===== src/rtl/pipe_stall_ctrl_if.sv =====
// Interface bundle between the ID hazard unit / CP0 / MDU and the pipeline stall controller.
// The master drives the hazard and exception requests; the slave (the controller) returns the pipeline controls.
interface pipe_stall_ctrl_if #(
  parameter int CNT_W = 32
);
  logic             stall_data;
  logic             id_is_md;
  logic             ex_md_start;
  logic             ex_md_div;
  logic             exc_req;
  logic             pc_en;
  logic             if_id_en;
  logic             id_ex_flush;
  logic             req;
  logic             md_start_gated;
  logic             md_busy;
  logic [CNT_W-1:0] stall_cnt;

  modport master (
    output stall_data, id_is_md, ex_md_start, ex_md_div, exc_req,
    input  pc_en, if_id_en, id_ex_flush, req, md_start_gated, md_busy, stall_cnt
  );

  modport slave (
    input  stall_data, id_is_md, ex_md_start, ex_md_div, exc_req,
    output pc_en, if_id_en, id_ex_flush, req, md_start_gated, md_busy, stall_cnt
  );
endinterface


===== src/rtl/pipe_stall_ctrl.sv =====
// Stall/flush/request controller for the five-stage pipeline: merges data-hazard stalls,
// the MDU busy countdown and CP0 exception requests, and counts stalled cycles.
module pipe_stall_ctrl #(
  parameter int MULT_CYCLES = 5,
  parameter int DIV_CYCLES  = 10,
  parameter int CNT_W       = 32
) (
  input  logic              clk,
  input  logic              reset,
  pipe_stall_ctrl_if.slave  bus
);

  typedef enum logic {
    MD_IDLE = 1'b0,
    MD_BUSY = 1'b1
  } md_state_e;

  localparam logic [3:0]       MULT_LD = 4'(MULT_CYCLES);
  localparam logic [3:0]       DIV_LD  = 4'(DIV_CYCLES);
  localparam logic [CNT_W-1:0] CNT_MAX = '1;

  logic [3:0]       busy_cnt_q, busy_cnt_d;
  logic [CNT_W-1:0] stall_cnt_q, stall_cnt_d;
  md_state_e        md_state;
  logic             md_start;
  logic             md_stall;
  logic             stall;

  // The MDU state is derived from the countdown itself; zero means idle.
  always_comb begin
    md_state = (busy_cnt_q != 4'd0) ? MD_BUSY : MD_IDLE;
    md_start = bus.ex_md_start & ~bus.exc_req;
    md_stall = bus.id_is_md & ((md_state == MD_BUSY) | bus.ex_md_start);
    stall    = bus.stall_data | md_stall;
  end

  always_comb begin
    busy_cnt_d  = busy_cnt_q;
    stall_cnt_d = stall_cnt_q;

    // A start while already busy reloads the counter: the newest operation wins.
    if (md_start) begin
      busy_cnt_d = bus.ex_md_div ? DIV_LD : MULT_LD;
    end else begin
      case (md_state)
        MD_BUSY: busy_cnt_d = busy_cnt_q - 4'd1;
        default: busy_cnt_d = busy_cnt_q;
      endcase
    end

    if (stall && !bus.exc_req && (stall_cnt_q != CNT_MAX)) begin
      stall_cnt_d = stall_cnt_q + 1'b1;
    end
  end

  always_ff @(posedge clk) begin
    if (reset) begin
      busy_cnt_q  <= 4'd0;
      stall_cnt_q <= '0;
    end else begin
      busy_cnt_q  <= busy_cnt_d;
      stall_cnt_q <= stall_cnt_d;
    end
  end

  // An exception request overrides any stall so every pipeline register can clear itself.
  assign bus.req            = bus.exc_req;
  assign bus.pc_en          = bus.exc_req | ~stall;
  assign bus.if_id_en       = bus.exc_req | ~stall;
  assign bus.id_ex_flush    = ~bus.exc_req & stall;
  assign bus.md_start_gated = md_start;
  assign bus.md_busy        = (md_state == MD_BUSY);
  assign bus.stall_cnt      = stall_cnt_q;

endmodule


===== src/flat_wrapper.sv =====
// flat-port wrapper written by rule: the top's interface ports become plain ports
module pipe_stall_ctrl_flat 
#(
  parameter int MULT_CYCLES = 5,
  parameter int DIV_CYCLES  = 10,
  parameter int CNT_W       = 32
)
  (clk, reset, bus_stall_data, bus_id_is_md, bus_ex_md_start, bus_ex_md_div, bus_exc_req, bus_pc_en, bus_if_id_en, bus_id_ex_flush, bus_req, bus_md_start_gated, bus_md_busy, bus_stall_cnt);
  pipe_stall_ctrl_if #(.CNT_W(CNT_W)) bus_i ();
  input  logic clk;
  input  logic reset;
  input wire logic [$bits(bus_i.stall_data)-1:0] bus_stall_data;
  input wire logic [$bits(bus_i.id_is_md)-1:0] bus_id_is_md;
  input wire logic [$bits(bus_i.ex_md_start)-1:0] bus_ex_md_start;
  input wire logic [$bits(bus_i.ex_md_div)-1:0] bus_ex_md_div;
  input wire logic [$bits(bus_i.exc_req)-1:0] bus_exc_req;
  output wire logic [$bits(bus_i.pc_en)-1:0] bus_pc_en;
  output wire logic [$bits(bus_i.if_id_en)-1:0] bus_if_id_en;
  output wire logic [$bits(bus_i.id_ex_flush)-1:0] bus_id_ex_flush;
  output wire logic [$bits(bus_i.req)-1:0] bus_req;
  output wire logic [$bits(bus_i.md_start_gated)-1:0] bus_md_start_gated;
  output wire logic [$bits(bus_i.md_busy)-1:0] bus_md_busy;
  output wire logic [$bits(bus_i.stall_cnt)-1:0] bus_stall_cnt;
  assign bus_i.stall_data = bus_stall_data;
  assign bus_i.id_is_md = bus_id_is_md;
  assign bus_i.ex_md_start = bus_ex_md_start;
  assign bus_i.ex_md_div = bus_ex_md_div;
  assign bus_i.exc_req = bus_exc_req;
  assign bus_pc_en = bus_i.pc_en;
  assign bus_if_id_en = bus_i.if_id_en;
  assign bus_id_ex_flush = bus_i.id_ex_flush;
  assign bus_req = bus_i.req;
  assign bus_md_start_gated = bus_i.md_start_gated;
  assign bus_md_busy = bus_i.md_busy;
  assign bus_stall_cnt = bus_i.stall_cnt;
  pipe_stall_ctrl #(.MULT_CYCLES(MULT_CYCLES), .DIV_CYCLES(DIV_CYCLES), .CNT_W(CNT_W)) u_core (.clk(clk), .reset(reset), .bus(bus_i));
endmodule

===== config.mk =====
export PLATFORM = sky130hd
export DESIGN_NAME = pipe_stall_ctrl_flat
export DESIGN_NICKNAME = d
export VERILOG_FILES = /design/src/rtl/pipe_stall_ctrl_if.sv /design/src/rtl/pipe_stall_ctrl.sv /design/src/flat_wrapper.sv
export SDC_FILE = /design/constraint.sdc
export NUM_CORES = 1
export LEC_CHECK = 0
export ABC_AREA = 1
export CAP_MARGIN = 5
export CORE_ASPECT_RATIO = 2
export CORE_MARGIN = 2
export CORE_UTILIZATION = 53
export DETAILED_ROUTE_END_ITERATION = 12
export PLACE_DENSITY = 0.82
export SLEW_MARGIN = 25
export SYNTH_ARGS = -nofsm -noshare
export SYNTH_HDL_FRONTEND = slang
export SYNTH_SLANG_ARGS = --single-unit
export TNS_END_PERCENT = 5

===== constraint.sdc =====
create_clock -name clk -period 1.8 [get_ports clk]
set_input_delay 0.27 -clock clk [delete_from_list [all_inputs] [get_ports clk]]
set_output_delay 0.27 -clock clk [all_outputs]
set_load 0.02 [all_outputs]

==> reports/metrics.cfg <==
[status]
status=complete, no violations

[yosys]
yosysWarnings=0
synth_cell_types=29
ys_ff_latch=36
synth_edf_count=0
synth_top_area_cell=dfxtp_1
synth-main-ff-cell=dfxtp_1
synth.top_cell.area_share_pct=27.81
netlist_top_cells_area=dfxtp_1 28%, nand2_1 19%, nor2_1 9.0%, a21oi_2 7.8%, nand2_2 6.5%
syn_nets=410
syn-cell-area_sq_um=2591
ys_seq_area_share_pct=27.81
synth-async-reset-ratio_pct=0
post_synth.cell_area_avg_sq_um=6.478
synth_cells=400

[detailed_routing]
drc=0
first_pass_iters=4
totalWireLength_um=6321
viasPerCell=4.977
drtIter0Drc=78
vias=2573
ant_nets=0
routedWlPerCell_um=12.23

[cts]
root_buffer=clkbuf_8
cts_resized=7
clkTransAtPathRegs_ps=70
clkSinkCount=36
cts.htree.levels=2
cts_buffers=5
cts_tree=yes
cts_setup_buffers=0
cts_hold_buf=0
clk_latency_ps=300
clockBufferDepth=2

[floorplan]
die_area_sq_um=5498
die_h_um=102.9
pin_count=45
die_x_um=53.44
start_util_pct=54.27
core_sq_um=4775
num_rows=36

[critical_path]
worstPathRequired_ps=1530
worst-setup-path-type=flop to output pin
crit_fanout=4
worst_setup_path_end_kind=output pin
ff2ff_setup_slack_ps=110
cp-start-kind=flop
worstPathArrival_ps=1490

[power_and_ir_drop]
ir_worst_vdd_v=0.0005650
p_sw_mw=0.6972
p_total_mw=2.181
internal_power_mw=1.484
clkPwrFrac_pct=29.3
switching_share_pct=31.96
power_leakage_nw=1.330
power_frac_comb_pct=29.4
seq_power_share_pct=41.3
power_density_nw_per_um2=661.2

[sta]
grt_setup_unrepaired=yes
max_freq_mhz=569.1
period_needed_ps=1757
finalHoldViolations=0
final-max-slew-violation-count=0
slew-limit-headroom_pct=80.62
setup_viol=0
tightest_slew_ps=290.3
period_share_pct=97.61
skew_ps=5.583

[placed_design]
place.gp.congestion=0.8606
dpl.hpwl_um=4718
port_buffers=44
placed_area_sq_um=3194
dp.cells=510

[cells_and_area]
drive_gt1_share_pct=21.09
final_area_sq_um=3299
layout.nets=470
post-route-util_pct=69.10
antenna_cells=0
areaGrowthSynthToFinish_pct=27.33
fin_cells=517

[grt]
grt_pass1_vias=2439
grtUsageTotal_pct=25.64
grt_overflow=0
grt_pass1_wl_um=10640
antenna_found_initial=0
grt_max_degree=28

[worst_hold_path]
hold_class=flop to flop

[job]
maxCapViolations=0

[path summary, 6_finish.rpt]
path                                        start                                    to  cells after the start
max             u_core.busy_cnt_q[0]$_SDFFE_PP0P_                          bus_if_id_en                      7
min             u_core.busy_cnt_q[0]$_SDFFE_PP0P_     u_core.busy_cnt_q[0]$_SDFFE_PP0P_                      2
max reg2reg  u_core.bus.stall_cnt[0]$_SDFFE_PP0P_  u_core.bus.stall_cnt[3]$_SDFFE_PP0P_                     10
min reg2reg     u_core.busy_cnt_q[0]$_SDFFE_PP0P_     u_core.busy_cnt_q[0]$_SDFFE_PP0P_                      2
[power groups by stage]
stage                     registers [mW]  logic [mW]  clock network [mW]
after floorplan                    0.939       0.405                   0
after global placement             0.917       0.653                   0
after detailed placement           0.919       0.658                   0
after CTS                          0.900       0.643               0.639
after global routing               0.908       0.712               0.677
final                              0.901       0.642               0.638
[cell usage in the layout (no fill, tap or decap), types with 4 or more instances in the layout]
cell type | Yosys | final
a21oi_2 | 23 | 23
buf_12 | 2 | 4
buf_4 | 2 | 16
clkbuf_8 | 0 | 7
clkdlybuf4s50_1 | 0 | 39
dfxtp_1 | 36 | 36
dlygate4sd2_1 | 0 | 4
inv_1 | 41 | 41
nand2_1 | 133 | 133
nand2_2 | 27 | 27
nand3_1 | 15 | 15
nor2_1 | 62 | 61
nor2_2 | 6 | 6
nor2_4 | 5 | 6
o21ai_1 | 4 | 4
xnor2_1 | 7 | 7
xor2_1 | 8 | 8
[state kept, by name (all words and copies together), names as in the netlist]
signal / cells
u_core.busy_cnt_q: 4
u_core.bus.stall_cnt: 32
[synthesized netlist by cell type (2+ instances only)]
cell type,number
a21oi_2,23
a211oi_1,2
nand2_2,27
xor2_1,8
nor2_4,5
inv_2,2
buf_4,2
nand2_4,2
a21oi_1,2
nor2_2,6
o21ai_1,4
nor2_1,62
nand2_1,133
nand3_1,15
buf_12,2
o21ai_0,3
clkbuf_1,3
nor3_1,2
nand3b_1,3
ha_1,3
xnor2_1,7
buf_6,2
inv_1,41
dfxtp_1,36
[per-layer routing]
layer  vias up  track usage [%]  share of wire [%]
li1       1331                -                  -
met1      1155            29.29                 42
met2        74            45.77                 51
met3        13            3.913                4.3
met4         0            10.26                2.4
met5         -                0                  0
[cells by family (layout without fill, tap and decap cells)]
kind of cell	after synthesis	count (layout)	synth area share, %
simple gates	258	258	45.15
flops	36	36	27.81
compound gates	34	34	10.09
buf+inv	54	114	10.43
xor+xnor	15	15	5.070
fa+ha+maj	3	3	1.449
[critical path, stage by stage, from the launching register on]
cell           delay, ps
dfxtp_1              330
inv_1                 50
ha_1                 200
nand3_1               80
nand2_1               50
nand2_1               50
nand2_1              100
dlygate4sd2_1        340
[per-stage QoR]
| step | hold WS [ps] | setup slack, ps | TNS [ps] |
|---|---|---|---|
| 2_1_floorplan | 460.6 | 62.74 | 0 |
| 3_3_place_gp | 480.1 | -188.3 | -761.2 |
| 3_5_place_dp | 496.8 | -229.6 | -2223 |
| 4_1_cts | 503.7 | 17.84 | 0 |
| 5_1_grt | 549.9 | -75.87 | -225.6 |
| 6_report | 503.6 | 42.97 | 0 |
[area by class of cell]
type	instances	area, sq um
inverter	43	161.4
timing repair buffer	64	630.6
sequential	36	720.7
fill	430	1475
tap	57	71.32
clock buffer	7	96.34
multi-input combinational	310	1619
Note: power is estimated with default switching activity, not from simulation.
==> edit, RTL diff (same flow settings) <==
`CNT_W` is set to 32 in 3 places; all go to 36.
--- a/src/rtl/pipe_stall_ctrl_if.sv
+++ b/src/rtl/pipe_stall_ctrl_if.sv
@@ -3,3 +3,3 @@
 interface pipe_stall_ctrl_if #(
-  parameter int CNT_W = 32
+  parameter int CNT_W = 36
 );
--- a/src/rtl/pipe_stall_ctrl.sv
+++ b/src/rtl/pipe_stall_ctrl.sv
@@ -5,3 +5,3 @@
   parameter int DIV_CYCLES  = 10,
-  parameter int CNT_W       = 32
+  parameter int CNT_W       = 36
 ) (
--- a/src/flat_wrapper.sv
+++ b/src/flat_wrapper.sv
@@ -5,3 +5,3 @@
   parameter int DIV_CYCLES  = 10,
-  parameter int CNT_W       = 32
+  parameter int CNT_W       = 36
 )
Ports: changed (resized bus_stall_cnt); port bits go from 45 to 49. The function was not compared with the original's and may differ.
==> edit against the unedited design <==
Hold slack improved by 0.027 ns; maximum frequency increased by 2.1%; area after synthesis decreased by 2.5%; final cell count up 1.4%; highest routed layer unchanged; non-clock buffer count grew 10; wire length up 11%; final area down 0.76%; sequential power rose by 7.1%; sequential cell count up 4; worst setup slack gained 0.035 ns; critical endpoint is now bus_req; total power shrank 3.5%.
==> edit: results (changes against the unedited design) <==
status=finished, final reports clean; largest net degree at the start of global routing=38 (+36%); PwrDens=643 mW/mm^2 (-2.8%); sequential share of cell area=24.6% (+2.7 points); synthesis-to-layout area growth=29.6%; share of the synthesized area in the top cell type=31.7% (+3.9 points); placed cell areas=0.00315 sq mm (-1.4%); DP Wirelength=5.43 mm (+15%); Place WS=-0.358 ns (-0.129 ns); wire per inst=13.3 um (+9.2%); Setup Skew=0.00904 ns (+0.00346 ns); synth cell count leaders=115 x nand2_1, 90 x nor2_1, 40 x dfxtp_1, 36 x a21oi_1, 29 x nand3_1; FF+latch count=40 (+11%); Final nets=478 (+1.7%); PortBufs=48 (+9.1%); Slew headroom=81.9% (+1.2 points); RePlAce Congestion=0.973 (+13%); CP Data Arrival Time=1.45 ns (-0.04 ns); total of plain and repair buffers excluding clock buffers=74 (+16%); first-pass GRT wire length=11.3 mm (+6.6%); multi-input logic area=0.00153 sq mm (-5.3%); DR vias=2,757 (+7.2%); layout cells sized above 1=13.4% (-7.7 points); clock network area share=2.83% (-0.092 points); Multi-input comb cells=320 (+3.2%); CP max FO=2 (-2); maximum VDD drop=0.000744 V (+32%)
[edit: worst max-delay path: cells and delay by family]
family	cells	cell delay (ns)
buffers and inverters	3	1.18
[edit: per-layer routing]
layer	up-vias	wire (um)	GRT usage [%]
met1	1254	2460	27.5
met5	-	0	0
li1	1405	-	-
met4	0	320	16.8
met3	23	268	4.13
met2	75	3940	52.7
[edit: kinds of logic (layout without fill, tap and decap cells)]
kind of cell,Yosys count,after routing,synth area share [%]
AOI/OAI and AO/OA,45,45,9.01
xor gates and xnor gates,12,12,4.16
adders and majority gates,3,3,1.49
buffers and inverters,40,109,8.87
DFF,40,40,31.7
and+or+nand+nor,260,260,44.8
[edit: power by group]
group	leakage, nW	internal, mW	switching [mW]	total, mW
sequential	0.324	0.934	0.0303	0.965
combinational	0.886	0.212	0.288	0.500
clock	0.0510	0.307	0.334	0.640
[edit: worst paths after layout]
kind,start,cells past startpoint,slack (ns),endpoint
worst max-delay path,bus_exc_req,3,0.08,bus_req
worst min-delay path,u_core.bus.stall_cnt[0]$_SDFFE_PP0P_,2,0.53,u_core.bus.stall_cnt[0]$_SDFFE_PP0P_
worst max register to register,u_core.bus.stall_cnt[9]$_SDFFE_PP0P_,8,0.09,u_core.bus.stall_cnt[26]$_SDFFE_PP0P_
worst min register to register,u_core.bus.stall_cnt[0]$_SDFFE_PP0P_,2,0.53,u_core.bus.stall_cnt[0]$_SDFFE_PP0P_
[edit: what timing repair did]
| action | 4_1_cts | 5_1_grt |
|---|---|---|
| setup buffers | 0 | 2 |
| hold buffers | 0 | 0 |
| gates resized for setup | 10 | 12 |
| endpoints found under the setup margin | 19 | 38 |
| pin swaps | 0 | 2 |
